**src/rtl/sprite_blitter.sv**
```systemverilog
// sprite_blitter: writer side of the VGA frame buffer.
// Turns queued sprite draw commands into per-pixel frame-buffer writes,
// fetching pixel colours from a synchronous sprite ROM (1-cycle read).
//
// Ports (all in the clk_33m domain, rst is asynchronous active-high):
//   rst_screen_33m      frame-swap pulse; while high the whole blitter stalls
//   cmd_valid/cmd_ready command push handshake: a command is taken on a clock
//                       edge where both are high; cmd_ready = FIFO not full
//   cmd_x/y/w/h/base    sprite placement, size and ROM address of pixel (0,0)
//   rom_addr/rom_data   sprite ROM read port, data one cycle after address
//   write_x/y/palette   pixel write; palette 0 means "no write"
//   busy                FIFO non-empty or FSM not idle
//   frame_overrun       busy was high at the most recent frame-swap rising edge
//
// Optional feature macro: SPRITE_FLIP_EN adds cmd_flip (horizontal mirror).
module sprite_blitter #(
    parameter int COOR_WIDTH     = 12,
    parameter int FRAME_WIDTH    = 1280,
    parameter int FRAME_HEIGHT   = 300,
    parameter int SIZE_WIDTH     = 8,
    parameter int ROM_ADDR_WIDTH = 16,
    parameter int QUEUE_DEPTH    = 8
) (
    input  logic                      clk_33m,
    input  logic                      rst,
    input  logic                      rst_screen_33m,
    input  logic                      cmd_valid,
    output logic                      cmd_ready,
    input  logic [COOR_WIDTH-1:0]     cmd_x,
    input  logic [COOR_WIDTH-1:0]     cmd_y,
    input  logic [SIZE_WIDTH-1:0]     cmd_w,
    input  logic [SIZE_WIDTH-1:0]     cmd_h,
    input  logic [ROM_ADDR_WIDTH-1:0] cmd_base,
`ifdef SPRITE_FLIP_EN
    input  logic                      cmd_flip,
`endif
    output logic [ROM_ADDR_WIDTH-1:0] rom_addr,
    input  logic [2:0]                rom_data,
    output logic [COOR_WIDTH-1:0]     write_x,
    output logic [COOR_WIDTH-1:0]     write_y,
    output logic [2:0]                write_palette,
    output logic                      busy,
    output logic                      frame_overrun
);
    localparam int PTR_W = $clog2(QUEUE_DEPTH);
    localparam logic [PTR_W:0] PTR_ONE = (PTR_W+1)'(1);
    localparam logic [SIZE_WIDTH-1:0] SIZE_ONE = SIZE_WIDTH'(1);
    localparam logic [COOR_WIDTH:0] FRAME_W_C = (COOR_WIDTH+1)'(FRAME_WIDTH);
    localparam logic [COOR_WIDTH:0] FRAME_H_C = (COOR_WIDTH+1)'(FRAME_HEIGHT);

    typedef enum logic [1:0] {IDLE, LOAD, DRAW, DRAIN} state_t;

    // ---------------- command FIFO ----------------
    logic [COOR_WIDTH-1:0]     fx_mem [QUEUE_DEPTH];
    logic [COOR_WIDTH-1:0]     fy_mem [QUEUE_DEPTH];
    logic [SIZE_WIDTH-1:0]     fw_mem [QUEUE_DEPTH];
    logic [SIZE_WIDTH-1:0]     fh_mem [QUEUE_DEPTH];
    logic [ROM_ADDR_WIDTH-1:0] fb_mem [QUEUE_DEPTH];
    logic [PTR_W:0] wr_ptr_q, wr_ptr_d, rd_ptr_q, rd_ptr_d;
    logic empty, full, push, pop, en;

    state_t state_q, state_d;

    assign en     = !rst_screen_33m;
    assign empty  = (wr_ptr_q == rd_ptr_q);
    assign full   = (wr_ptr_q[PTR_W] != rd_ptr_q[PTR_W]) &&
                    (wr_ptr_q[PTR_W-1:0] == rd_ptr_q[PTR_W-1:0]);
    assign push   = cmd_valid && !full;
    assign pop    = (state_q == LOAD) && en;

    always_ff @(posedge clk_33m) begin
        if (push) begin
            fx_mem[wr_ptr_q[PTR_W-1:0]] <= cmd_x;
            fy_mem[wr_ptr_q[PTR_W-1:0]] <= cmd_y;
            fw_mem[wr_ptr_q[PTR_W-1:0]] <= cmd_w;
            fh_mem[wr_ptr_q[PTR_W-1:0]] <= cmd_h;
            fb_mem[wr_ptr_q[PTR_W-1:0]] <= cmd_base;
        end
    end

`ifdef SPRITE_FLIP_EN
    logic ff_mem [QUEUE_DEPTH];
    logic flip_q, flip_d;
    always_ff @(posedge clk_33m) begin
        if (push) ff_mem[wr_ptr_q[PTR_W-1:0]] <= cmd_flip;
    end
`endif

    // ---------------- working registers and pipeline ----------------
    logic [COOR_WIDTH-1:0]     x_q, x_d, y_q, y_d;
    logic [SIZE_WIDTH-1:0]     w_q, w_d, h_q, h_d, i_q, i_d, j_q, j_d;
    logic [ROM_ADDR_WIDTH-1:0] row_base_q, row_base_d, rom_addr_q, rom_addr_d;
    logic                      drain_q, drain_d;
    // stage 1 travels alongside rom_addr, stage 2 alongside rom_data
    logic                      s1_valid_q, s1_valid_d, s1_clip_q, s1_clip_d;
    logic [COOR_WIDTH-1:0]     s1_x_q, s1_x_d, s1_y_q, s1_y_d;
    logic                      s2_valid_q, s2_valid_d, s2_clip_q, s2_clip_d;
    logic [COOR_WIDTH-1:0]     s2_x_q, s2_x_d, s2_y_q, s2_y_d;
    logic [COOR_WIDTH-1:0]     write_x_q, write_x_d, write_y_q, write_y_d;
    logic [2:0]                write_pal_q, write_pal_d;
    logic                      stall_prev_q, stall_prev_d;
    logic [2:0]                rom_hold_q, rom_hold_d;
    logic                      overrun_q, overrun_d;

    logic [COOR_WIDTH:0]       x_sum, y_sum;
    logic [SIZE_WIDTH-1:0]     col;
    logic [ROM_ADDR_WIDTH-1:0] issue_addr;
    logic [2:0]                rom_sel;
    logic                      stall_rise;

    assign x_sum = {1'b0, x_q} + {{(COOR_WIDTH+1-SIZE_WIDTH){1'b0}}, i_q};
    assign y_sum = {1'b0, y_q} + {{(COOR_WIDTH+1-SIZE_WIDTH){1'b0}}, j_q};
`ifdef SPRITE_FLIP_EN
    assign col = flip_q ? (w_q - SIZE_ONE - i_q) : i_q;
`else
    assign col = i_q;
`endif
    // row_base tracks base + j*w, so no multiplier is needed
    assign issue_addr = row_base_q + {{(ROM_ADDR_WIDTH-SIZE_WIDTH){1'b0}}, col};

    // During a stall the ROM keeps re-reading the held rom_addr, which is one
    // pixel ahead of stage 2. The data that belonged to stage 2 is captured
    // on the first stall cycle and used on the first cycle after release.
    assign stall_rise = rst_screen_33m && !stall_prev_q;
    assign rom_sel    = stall_prev_q ? rom_hold_q : rom_data;

    always_comb begin
        state_d      = state_q;
        wr_ptr_d     = wr_ptr_q;
        rd_ptr_d     = rd_ptr_q;
        x_d          = x_q;
        y_d          = y_q;
        w_d          = w_q;
        h_d          = h_q;
        i_d          = i_q;
        j_d          = j_q;
        row_base_d   = row_base_q;
        rom_addr_d   = rom_addr_q;
        drain_d      = drain_q;
        s1_valid_d   = en ? 1'b0 : s1_valid_q;
        s1_clip_d    = s1_clip_q;
        s1_x_d       = s1_x_q;
        s1_y_d       = s1_y_q;
        s2_valid_d   = s2_valid_q;
        s2_clip_d    = s2_clip_q;
        s2_x_d       = s2_x_q;
        s2_y_d       = s2_y_q;
        write_x_d    = write_x_q;
        write_y_d    = write_y_q;
        write_pal_d  = write_pal_q;
        stall_prev_d = rst_screen_33m;
        rom_hold_d   = stall_rise ? rom_data : rom_hold_q;
        overrun_d    = stall_rise ? busy : overrun_q;
`ifdef SPRITE_FLIP_EN
        flip_d       = flip_q;
`endif

        if (push) wr_ptr_d = wr_ptr_q + PTR_ONE;
        if (pop)  rd_ptr_d = rd_ptr_q + PTR_ONE;

        case (state_q)
            IDLE: if (!empty && en) state_d = LOAD;
            LOAD: if (en) begin
                x_d        = fx_mem[rd_ptr_q[PTR_W-1:0]];
                y_d        = fy_mem[rd_ptr_q[PTR_W-1:0]];
                w_d        = fw_mem[rd_ptr_q[PTR_W-1:0]];
                h_d        = fh_mem[rd_ptr_q[PTR_W-1:0]];
                row_base_d = fb_mem[rd_ptr_q[PTR_W-1:0]];
`ifdef SPRITE_FLIP_EN
                flip_d     = ff_mem[rd_ptr_q[PTR_W-1:0]];
`endif
                i_d        = '0;
                j_d        = '0;
                drain_d    = 1'b0;
                // empty sprites are dropped without issuing any pixel
                if (w_d == '0 || h_d == '0) state_d = IDLE;
                else                        state_d = DRAW;
            end
            DRAW: if (en) begin
                rom_addr_d = issue_addr;
                s1_valid_d = 1'b1;
                s1_x_d     = x_sum[COOR_WIDTH-1:0];
                s1_y_d     = y_sum[COOR_WIDTH-1:0];
                s1_clip_d  = (x_sum >= FRAME_W_C) || (y_sum >= FRAME_H_C);
                if (i_q == w_q - SIZE_ONE) begin
                    i_d = '0;
                    if (j_q == h_q - SIZE_ONE) begin
                        state_d = DRAIN;
                    end else begin
                        j_d        = j_q + SIZE_ONE;
                        row_base_d = row_base_q + {{(ROM_ADDR_WIDTH-SIZE_WIDTH){1'b0}}, w_q};
                    end
                end else begin
                    i_d = i_q + SIZE_ONE;
                end
            end
            DRAIN: if (en) begin
                drain_d = !drain_q;
                if (drain_q) state_d = IDLE;
            end
            default: state_d = IDLE;
        endcase

        if (en) begin
            s2_valid_d = s1_valid_q;
            s2_clip_d  = s1_clip_q;
            s2_x_d     = s1_x_q;
            s2_y_d     = s1_y_q;
            write_pal_d = 3'd0;
            if (s2_valid_q) begin
                write_x_d   = s2_x_q;
                write_y_d   = s2_y_q;
                write_pal_d = s2_clip_q ? 3'd0 : rom_sel;
            end
        end
    end

    always_ff @(posedge clk_33m or posedge rst) begin
        if (rst) begin
            state_q      <= IDLE;
            wr_ptr_q     <= '0;
            rd_ptr_q     <= '0;
            x_q          <= '0;
            y_q          <= '0;
            w_q          <= '0;
            h_q          <= '0;
            i_q          <= '0;
            j_q          <= '0;
            row_base_q   <= '0;
            rom_addr_q   <= '0;
            drain_q      <= 1'b0;
            s1_valid_q   <= 1'b0;
            s1_clip_q    <= 1'b0;
            s1_x_q       <= '0;
            s1_y_q       <= '0;
            s2_valid_q   <= 1'b0;
            s2_clip_q    <= 1'b0;
            s2_x_q       <= '0;
            s2_y_q       <= '0;
            write_x_q    <= '0;
            write_y_q    <= '0;
            write_pal_q  <= 3'd0;
            stall_prev_q <= 1'b0;
            rom_hold_q   <= 3'd0;
            overrun_q    <= 1'b0;
`ifdef SPRITE_FLIP_EN
            flip_q       <= 1'b0;
`endif
        end else begin
            state_q      <= state_d;
            wr_ptr_q     <= wr_ptr_d;
            rd_ptr_q     <= rd_ptr_d;
            x_q          <= x_d;
            y_q          <= y_d;
            w_q          <= w_d;
            h_q          <= h_d;
            i_q          <= i_d;
            j_q          <= j_d;
            row_base_q   <= row_base_d;
            rom_addr_q   <= rom_addr_d;
            drain_q      <= drain_d;
            s1_valid_q   <= s1_valid_d;
            s1_clip_q    <= s1_clip_d;
            s1_x_q       <= s1_x_d;
            s1_y_q       <= s1_y_d;
            s2_valid_q   <= s2_valid_d;
            s2_clip_q    <= s2_clip_d;
            s2_x_q       <= s2_x_d;
            s2_y_q       <= s2_y_d;
            write_x_q    <= write_x_d;
            write_y_q    <= write_y_d;
            write_pal_q  <= write_pal_d;
            stall_prev_q <= stall_prev_d;
            rom_hold_q   <= rom_hold_d;
            overrun_q    <= overrun_d;
`ifdef SPRITE_FLIP_EN
            flip_q       <= flip_d;
`endif
        end
    end

    assign cmd_ready     = !full;
    assign rom_addr      = rom_addr_q;
    assign write_x       = write_x_q;
    assign write_y       = write_y_q;
    // the held pixel is suppressed during a stall and shown once on release
    assign write_palette = en ? write_pal_q : 3'd0;
    assign busy          = !empty || (state_q != IDLE);
    assign frame_overrun = overrun_q;
endmodule

```
**config.mk**
```make
export PLATFORM = sky130hd
export DESIGN_NAME = sprite_blitter
export DESIGN_NICKNAME = d
export VERILOG_FILES = /design/src/rtl/sprite_blitter.sv
export SDC_FILE = /design/constraint.sdc
export NUM_CORES = 1
export LEC_CHECK = 0
export ABC_AREA = 1
export BUFFER_PORTS_ARGS = -buffer_cell sky130_fd_sc_hd__buf_2
export CAP_MARGIN = 20
export CORE_MARGIN = 1.5
export CORE_UTILIZATION = 30
export DETAILED_ROUTE_END_ITERATION = 16
export PLACE_DENSITY = 0.41
export SLEW_MARGIN = 20
export SYNTH_ARGS = -nofsm -noshare
export SYNTH_HDL_FRONTEND = slang
export SYNTH_SLANG_ARGS = --single-unit
export TNS_END_PERCENT = 20
```
**constraint.sdc**
```tcl
create_clock -name clk_33m -period 9.9 [get_ports clk_33m]
set_input_delay 1.98 -clock clk_33m [delete_from_list [all_inputs] [get_ports clk_33m]]
set_output_delay 1.98 -clock clk_33m [all_outputs]
set_load 0.02 [all_outputs]
```
==> summary.md, run 1 <==
| Metric | Value |
|---|---|
| Outcome | complete, no violations |
| Post-route ant nets | 0 |
| Count of cell types in the netlist | 47 |
| Sequential cell area | 0.0180 sq mm |
| F_max | 204 MHz |
| GRT Residual Overflow | 0 |
| WHS Endpoint | s2_x_q[1]$_DFFE_PP0N_ |
| Drt initial violations | 1104 |
| CP startpoint kind | input port |
| PortBufs | 108 |
| Hold_sp | s1_x_q[1]$_DFFE_PP0P_ |
| H-Tree Depth | 3 |
| Sequential share of the synthesized area | 0.653 |
| CP delay by family, top | buffers and inverters |
| Number of global-route vias before repair | 18200 |
| Slew Limit Headroom | 0.301 |
| Peak supply drop | 139 uV |
| CP bufs+invs | 2 |
| Top cells by area, synth | edfxtp_1 49%, dfrtp_1 17%, nand2_1 8.3%, o21ai_0 5.0%, nor2_1 4.2% |
| Worst flop-to-flop path startpoint | rd_ptr_q[0]$_DFFE_PP0P_ |
| Die height | 306 um |
| Critical-path top delay cell | buf_2 |
| Final setup TNS | 0 ns |
| Cell Count, Final, Fillers Out | 3920 |
| Fin. max-slew vios | 0 |
| Worst slew pin tran | 1.05 ns |
| Primary FF master, synth | edfxtp_1 |
| Via density | 4.75 |
| Root Buffer | clkbuf_16 |
| Rows | 111 |
| Top cell type's share of synthesized area | 0.487 |
| FF+latch count, synth | 631 |
| Final Critical Period | 4.91 ns |
| Global-route wire length before repair | 115 mm |
| Post-synth top area cell | edfxtp_1 |
| Postcts setup bufs | 0 |
| Initial antenna violation count | 9 |
| Die W | 306 um |
| 1st-pass router iterations | 5 |
| Most common cell in the netlist | nand2_1 |
| # IOs | 109 |
| Worst-case reg-to-reg path depth | 8 |
| Worst hold path depth | 2 |
| RePlAce Congestion | 0.781 |
| Largest net degree at the start of global routing | 95 |
| Worst-path clk slew | 0.06 ns |
| Fillers | 9091 |
| Commonest cells post-synth | 609 x nand2_1, 448 x edfxtp_1, 310 x nor2_1 |
| Reg2Reg Setup Slack | 5.78 ns |
| Longest Clk Path Bufs | 3 |
| CORE AREA | 0.0914 sq mm |
| Synthesized net count | 2695 |
| Drc violations | 0 |
| Total Wirelength | 75.1 mm |
| Clock skew | 0.0177 ns |
| P&R area growth vs syn | 14.7% |
| Initial cell density of the core | 0.302 |
| Wirelength per Cell | 19.1 um |
| Max_cap viols | 0 |
| Static leakage | 12.6 nW |
| Critical Path RT | 7.92 ns |
| Vias | 18600 |
| Kind of critical path | in2out |
| Worst Hold Class | reg2reg |
| CTS tree | built |
| Post-Syn Instances | 2590 |
| Post-synth EDFFs | 448 |
| RSZ-0062 raised after global routing | no |
| Final period util | 0.496 |
| Nets | 2778 |
| Final setup violation count | 0 |
| Critical Path End Type | output port |
| Synth warn | 0 |
| Gr usage total | 0.160 |
| Critical-path cell list | buf_2 -> nor2_1 -> buf_2 |
| Syn Area/Cell | 10.7 sq um |
| Placed insts | 3782 |
| Post-DP HPWL | 44.5 mm |
| CTS resizes | 0 |
| TritonCTS buffer count | 75 |
| RR Endpoint | fy_mem[6][1]$_DFFE_PP_ |
| Final hold viol count | 0 |
| Ys async rst share | 0.290 |
| Slowest stage delay, CP | 0.64 ns |
| Power density over the cells | 310 mW/mm^2 |
| Cts hold-fix bufs | 0 |
| Die Area | 0.0938 sq mm |
| Critical Path Most Common Cell | buf_2 |
| Clock latency on the worst-skew pair | 0.61 ns |
| # clock sinks | 631 |
| Area of the multi-input gates | 0.00835 sq mm |
| Proportion of layout cells with a drive suffix above 1 | 0.116 |
| Worst EP arrival | 2.93 ns |
| Crit-path max FO | 48 |
| Synthesized cell area | 0.0276 sq mm |
==> state kept, by name (all words and copies together), names as in the netlist, 4 cells and up, named ones only <==
name,flops
fb_mem,128
write_y,12
s2_x_q,12
h_q,8
fy_mem,96
rd_ptr_q,4
x_q,12
rom_addr,16
s2_y_q,12
write_x,12
fh_mem,64
col,8
s1_y_q,12
fx_mem,96
fw_mem,64
row_base_q,16
s1_x_q,12
j_q,8
wr_ptr_q,4
y_q,12
w_q,8
==> stage by stage <==
step / utilization / power, mW / worst slack, ns / hold WS (ns) / cell area, sq um
floorplan: - / 6.10 / 2.95 / 0.442 / 27600
global placement: 0.320 / 7.21 / 4.95 / 0.458 / 29200
detailed placement: 0.320 / 7.23 / 4.96 / 0.457 / 29200
CTS: 0.346 / 9.98 / 4.95 / 0.470 / 31700
global route: 0.346 / 10.5 / 4.88 / 0.480 / 31700
finish: 0.346 / 9.81 / 4.99 / 0.469 / 31700
==> tightest hold or removal path: stages (launching register included) <==
cell and delay [ns]:
dfrtp_1 0.34, nand2_1 0.05, nand2_1 0.04
==> cell families after synthesis <==
kind of cell,Yosys count,synth area share
and+or+nand+nor,1111,0.164
buffers and inverters,287,0.0466
DFF,631,0.653
AOI/OAI and AO/OA,455,0.0940
muxes,24,0.00979
adders and majority gates,42,0.0201
xor gates and xnor gates,40,0.0127
==> cell usage in the layout, fill, tap and decap left out, types with 5 or more instances in the layout <==
cell / netlist / routed
nand2_1: 609 / 609
edfxtp_1: 448 / 448
nor2_1: 310 / 303
o21ai_0: 277 / 277
dfrtp_1: 183 / 180
inv_1: 152 / 150
nand3_1: 140 / 140
buf_2: 39 / 108
clkbuf_16: 0 / 76
o221ai_1: 59 / 59
ha_1: 38 / 38
a21oi_1: 36 / 36
o21ai_1: 35 / 35
xor2_1: 29 / 29
mux2_2: 24 / 24
buf_4: 17 / 24
o22ai_1: 22 / 22
clkinv_2: 0 / 17
nor2_4: 4 / 13
nand4_1: 13 / 13
clkbuf_1: 52 / 12
o211ai_1: 11 / 11
xnor2_1: 11 / 11
nor3_1: 9 / 9
clkinv_1: 0 / 9
clkbuf_8: 0 / 9
inv_2: 8 / 7
nor2_2: 8 / 6
clkinv_4: 0 / 5
==> report_power, final <==
group          switching, mW  leakage [nW]  internal [mW]
clock network           1.10          1.20           1.59
registers              0.440          6.36           3.46
logic                   2.28          5.02          0.945
==> routing by layer <==
metal / routed length [um] / vias to the layer above / global-route usage
met5: 66 / - / 0
met4: 1630 / 10 / 0.0467
met3: 3280 / 119 / 0.0265
met2: 34200 / 348 / 0.256
met1: 35800 / 9022 / 0.222
li1: - / 9111 / -
==> how the worst max path moves through the flow <==
stage	from	end	slack, ns	cells past startpoint
5_1_grt	rst_screen_33m	write_palette[0]	4.88	3
3_3_place_gp	rst_screen_33m	write_palette[1]	4.95	3
4_1_cts	rst_screen_33m	write_palette[2]	4.95	3
3_5_place_dp	rst_screen_33m	write_palette[2]	4.96	3
6_report	rst_screen_33m	write_palette[2]	4.99	3
2_1_floorplan	rst	asynchronous set/reset pin	2.95	1
==> final cells by class <==
cell class,count,area share
Sequential cell,631,0.570
Antenna cell,1,0.0000790
Timing Repair Buffer,132,0.0228
Clock inverter,40,0.0114
Tap cell,1186,0.0469
Clock buffer,97,0.0654
Multi-Input combinational cell,1672,0.264
Inverter,161,0.0199
Note: power is estimated with default switching activity, not from simulation.
==> inputs of run 2 (changes only) <==
- PLACE_DENSITY: 0.41 -> 0.42
- clock period: 9.9 -> 4.08 ns (I/O delays scaled with it)
==> run 2 against run 1 <==
Clock skew grew 0.0048 ns. Die area is the same. Combinational power increased by 150%. Sequential cell count is the same. First-iteration DRC count is 16% higher. Clock-buffer cell count unchanged. Cell area rose by 0.36%. Highest routed layer unchanged. Non-clock buffer count rose by 17. Worst hold slack lost 0.13 ns. Register-to-register slack worse by 4.6 ns. Via count increased by 0.67%.
==> summary.md, run 2 (same netlist as run 1, synthesis figures left out) <==
| Metric | Value |
|---|---|
| Outcome | complete, no violations |
| RSZ-0062 raised after global routing | no |
| Sequential cell area | 0.0180 sq mm |
| Max_cap viols | 0 |
| Clock skew | 0.0225 ns |
| Static leakage | 12.6 nW |
| Crit-path max FO | 48 |
| RePlAce Congestion | 0.800 |
| # IOs | 109 |
| Most common cell after layout, fill and taps aside | nand2_1 |
| Fin. max-slew vios | 0 |
| Final Util | 0.348 |
| Power density over the cells | 745 mW/mm^2 |
| Fin area | 0.0318 sq mm |
| Kind of critical path | reg2out |
| # clock sinks | 631 |
| Final setup TNS | 0 ns |
| Area of the multi-input gates | 0.00835 sq mm |
| Clock latency on the worst-skew pair | 0.63 ns |
| Fillers | 9115 |
| Drt initial violations | 1277 |
| Worst EP arrival | 2.42 ns |
| Drc violations | 0 |
| Peak supply drop | 316 uV |
| GRT Residual Overflow | 0 |
| Die Area | 0.0938 sq mm |
| Number of global-route vias before repair | 18700 |
| Worst slew pin tran | 1.02 ns |
| F_max | 309 MHz |
| CP startpoint kind | flop |
| Longest Clk Path Bufs | 3 |
| Critical-path cell list | xnor2_1 -> nand2_1 -> nor2_1 -> and2_1 -> inv_1 -> buf_2 |
| Cell Count, Final, Fillers Out | 3933 |
| P&R area growth vs syn | 15.1% |
| Final Critical Period | 3.24 ns |
| Via density | 4.76 |
| Postcts setup bufs | 0 |
| Global-route wire length before repair | 116 mm |
| Final setup violation count | 0 |
| Slew Limit Headroom | 0.317 |
| Critical Path RT | 3.26 ns |
| 1st-pass router iterations | 6 |
| Post-route ant nets | 0 |
| CTS resizes | 0 |
| Worst-path clk slew | 0.06 ns |
| Die W | 306 um |
| Placed insts | 3799 |
| Total Wirelength | 74.4 mm |
| PortBufs | 108 |
| Max reg flops | 128 |
| Die height | 306 um |
| Largest net degree at the start of global routing | 86 |
| Root Buffer | clkbuf_16 |
| CORE AREA | 0.0914 sq mm |
| H-Tree Depth | 3 |
| Worst Hold Class | in2async |
| Placed instance area | 0.0294 sq mm |
| Critical-path top delay cell | dfrtp_4 |
| Slowest stage delay, CP | 0.79 ns |
| Wirelength per Cell | 18.9 um |
| TritonCTS buffer count | 74 |
| Cts hold-fix bufs | 0 |
| Nets | 2794 |
| CTS tree | built |
| Vias | 18700 |
| Post-DP HPWL | 46.8 mm |
| Commonest non-fill, non-tap cells in the layout | 609 x nand2_1, 448 x edfxtp_1, 303 x nor2_1 |
| Final hold viol count | 0 |
| Initial cell density of the core | 0.302 |
| Initial antenna violation count | 10 |
| Proportion of layout cells with a drive suffix above 1 | 0.116 |
| Final period util | 0.793 |
| Power Total | 23.7 mW |
| Gr usage total | 0.160 |
| Rows | 111 |
| Critical Path End Type | output port |
## run 2: where the power goes
part | switching [mW] | internal (mW)
Clock | 2.68 | 3.69
Sequential | 0.913 | 8.39
Combinational | 5.61 | 2.39
## run 2: critical path: cells and delay by family, from the launching register on
kind	cells	cell delay, ns
xor gates and xnor gates	1	0.18
DFF	1	0.79
and+or+nand+nor	3	0.57
buffers and inverters	2	0.24
## run 2: through the flow
step                      setup WS, ns  hold slack (ns)
after global routing             0.644            0.391
after floorplan                 -0.210            0.442
after CTS                        0.791            0.340
after detailed placement          1.16            0.461
final                            0.843            0.339
after global placement            1.13            0.463
## run 2: routing by layer
layer	share of wire	wire, um	up-vias	track usage
met3	0.043	3230	124	0.0254
met1	0.48	35900	9113	0.228
met5	0.00043	32	-	0
li1	-	-	9133	-
met4	0.024	1790	4	0.0500
met2	0.45	33500	360	0.249
## run 2: area by class of cell
type,instances,share of cell area
flip-flops and latches,631,0.568
multi-input cells,1672,0.263
clock buffers,97,0.0619
well taps,1186,0.0467
repair buffers,149,0.0295
inverters,161,0.0197
clock inverters,36,0.0116
diodes,1,0.0000788
## run 2: worst paths after layout
path | startpoint | endpoint | slack [ns] | cells after the start
setup / recovery | rd_ptr_q[0]$_DFFE_PP0P_ | busy | 0.84 | 6
hold / removal | rst | rom_addr[6]$_DFFE_PP0P_ | 0.34 | 2
setup reg to reg | h_q[0]$_DFFE_PP0P_ | j_q[1]$_DFFE_PP0P_ | 1.16 | 14
hold reg to reg | s1_y_q[6]$_DFFE_PP0P_ | s2_y_q[6]$_DFFE_PP0N_ | 0.47 | 2
max in group asynchronous | rst | s1_x_q[10]$_DFFE_PP0P_ | 2.84 | 3
min in group clk_33m | rom_data[1] | rom_hold_q[1]$_DFFE_PP0P_ | 0.45 | 3
==> inputs of run 3 (changes only) <==
- PLACE_DENSITY: 0.42 -> 0.41
- clock period: 4.08 -> 3.3 ns (I/O delays scaled with it)
==> run 3 against run 2 <==
Wire length rose by 1.3%. Worst hold slack got worse by 0.27 ns. Combinational power rose by 28%. Critical path depth did not move. Sequential cell count did not move. Largest power group unchanged. Utilization rose by 0.17 points. Sequential power rose by 23%. Total power rose by 25%.
==> summary.md, run 3 (same netlist as run 1, synthesis figures left out) <==
| Metric | Value |
|---|---|
| Final hold viol count | 0 |
| Pre-CTS setup slack | 0.688 ns |
| Via density | 4.78 |
| Commonest non-fill, non-tap cells in the layout | 609 x nand2_1, 448 x edfxtp_1, 303 x nor2_1 |
| CORE AREA | 0.0914 sq mm |
| Drt initial violations | 1303 |
| Most common cell after layout, fill and taps aside | nand2_1 |
| RSZ-0062 raised after global routing | no |
| Critical Path End Type | output port |
| Die height | 306 um |
| Rows | 111 |
| Critical-path top delay cell | dfrtp_4 |
| CP delay by family, top | flip-flops |
| Static leakage | 12.7 nW |
| Fin. max-slew vios | 0 |
| Slowest stage delay, CP | 0.65 ns |
| Post-route ant nets | 0 |
| Hold slack final | 0.0657 ns |
| Largest net degree at the start of global routing | 147 |
| PortBufs | 108 |
| Worst-path clk slew | 0.06 ns |
| Critical Path RT | 2.64 ns |
| Initial cell density of the core | 0.302 |
| Power density over the cells | 927 mW/mm^2 |
| Root Buffer | clkbuf_16 |
| Kind of critical path | reg2out |
| Gr usage total | 0.162 |
| Outcome | complete, no violations |
| Final Util | 0.349 |
| P&R area growth vs syn | 15.7% |
| Wirelength per Cell | 19.1 um |
| Final setup TNS | 0 ns |
| H-Tree Depth | 3 |
| Max reg flops | 128 |
| Die Area | 0.0938 sq mm |
| TritonCTS buffer count | 75 |
| Reg2Reg Setup Slack | 0.68 ns |
| Clock latency on the worst-skew pair | 0.63 ns |
| Final Critical Period | 3.00 ns |
| CP bufs+invs | 2 |
| Worst EP arrival | 2.34 ns |
| RePlAce Congestion | 0.798 |
| GRT Residual Overflow | 0 |
| Initial antenna violation count | 12 |
| Postcts setup bufs | 0 |
| Crit-path max FO | 32 |
| CTS resizes | 0 |
| Die W | 306 um |
| Worst slew pin tran | 0.909 ns |
| Post-DP HPWL | 46.3 mm |
| # IOs | 109 |
| Fillers | 9131 |
| Critical-path cell list | xnor2_1 -> nand2_1 -> nor2_1 -> and2_1 -> inv_1 -> buf_2 |
| Cts hold-fix bufs | 0 |
| Worst setup margin | 0.299 ns |
| Total Wirelength | 75.4 mm |
| # clock sinks | 631 |
| Proportion of layout cells with a drive suffix above 1 | 0.118 |
| CTS tree | built |
| Worst Hold Class | in2async |
| Drc violations | 0 |
| Global-route wire length before repair | 116 mm |
| Longest Clk Path Bufs | 3 |
| CP startpoint kind | flop |
| Vias | 18800 |
| Final setup violation count | 0 |
| Peak supply drop | 649 uV |
| Slew Limit Headroom | 0.393 |
| Max_cap viols | 0 |
| Clock skew | 0.0296 ns |
| 1st-pass router iterations | 5 |
| Final period util | 0.909 |
| F_max | 333 MHz |
| Number of global-route vias before repair | 18600 |
| Nets | 2802 |
run 3: layout make-up:
type,count,area (sq um),area share
Timing Repair Buffer,156,1080,0.0337
Clock inverter,33,320,0.0100
Sequential cell,631,18000,0.565
Multi-Input combinational cell,1672,8350,0.261
Clock buffer,99,2030,0.0636
Inverter,161,626,0.0196
Tap cell,1186,1480,0.0465
Antenna cell,1,2.50,0.0000784
run 3: worst paths after layout:
| check | cells after the start | endpoint | startpoint |
|---|---|---|---|
| hold / removal | 2 | rom_addr[7]$_DFFE_PP0P_ | rst |
| hold reg to reg | 2 | rom_addr[0]$_DFFE_PP0P_ | rom_addr[0]$_DFFE_PP0P_ |
| min in group clk_33m | 3 | rom_hold_q[0]$_DFFE_PP0P_ | rom_data[0] |
| setup / recovery | 6 | busy | rd_ptr_q[0]$_DFFE_PP0P_ |
| setup reg to reg | 12 | flop | rd_ptr_q[0]$_DFFE_PP0P_ |
| max in group asynchronous | 3 | x_q[10]$_DFFE_PP0P_ | rst |
run 3: per-layer routing:
metal,vias to the layer above,track usage,wire length [um]
met5,-,0,65
met4,10,0.0433,1430
met3,122,0.0337,3630
met1,9186,0.221,35700
met2,344,0.260,34600
li1,9160,-,-
run 3: power by group:
group,total [mW],internal [mW],leakage (nW),switching (mW)
registers,11.4,10.4,6.36,1.05
clock network,8.00,4.72,1.14,3.28
logic,10.2,3.08,5.18,7.09
total,29.6,18.2,12.7,11.4
run 3: stage by stage:
stage	total power [mW]	instances	cell area, sq um
6_report	29.6	3939	31900
5_1_grt	31.7	3939	31900
4_1_cts	30.0	3938	31900
3_5_place_dp	21.9	3806	29600
3_3_place_gp	21.8	3806	29600
2_1_floorplan	18.3	2590	27600
run 3: worst register-to-register path: cells and delay by family, from the launching register on:
kind | cells | cell delay [ns]
simple gates | 9 | 0.96
flops | 1 | 0.68
buf+inv | 2 | 0.67
compound gates | 1 | 0.20
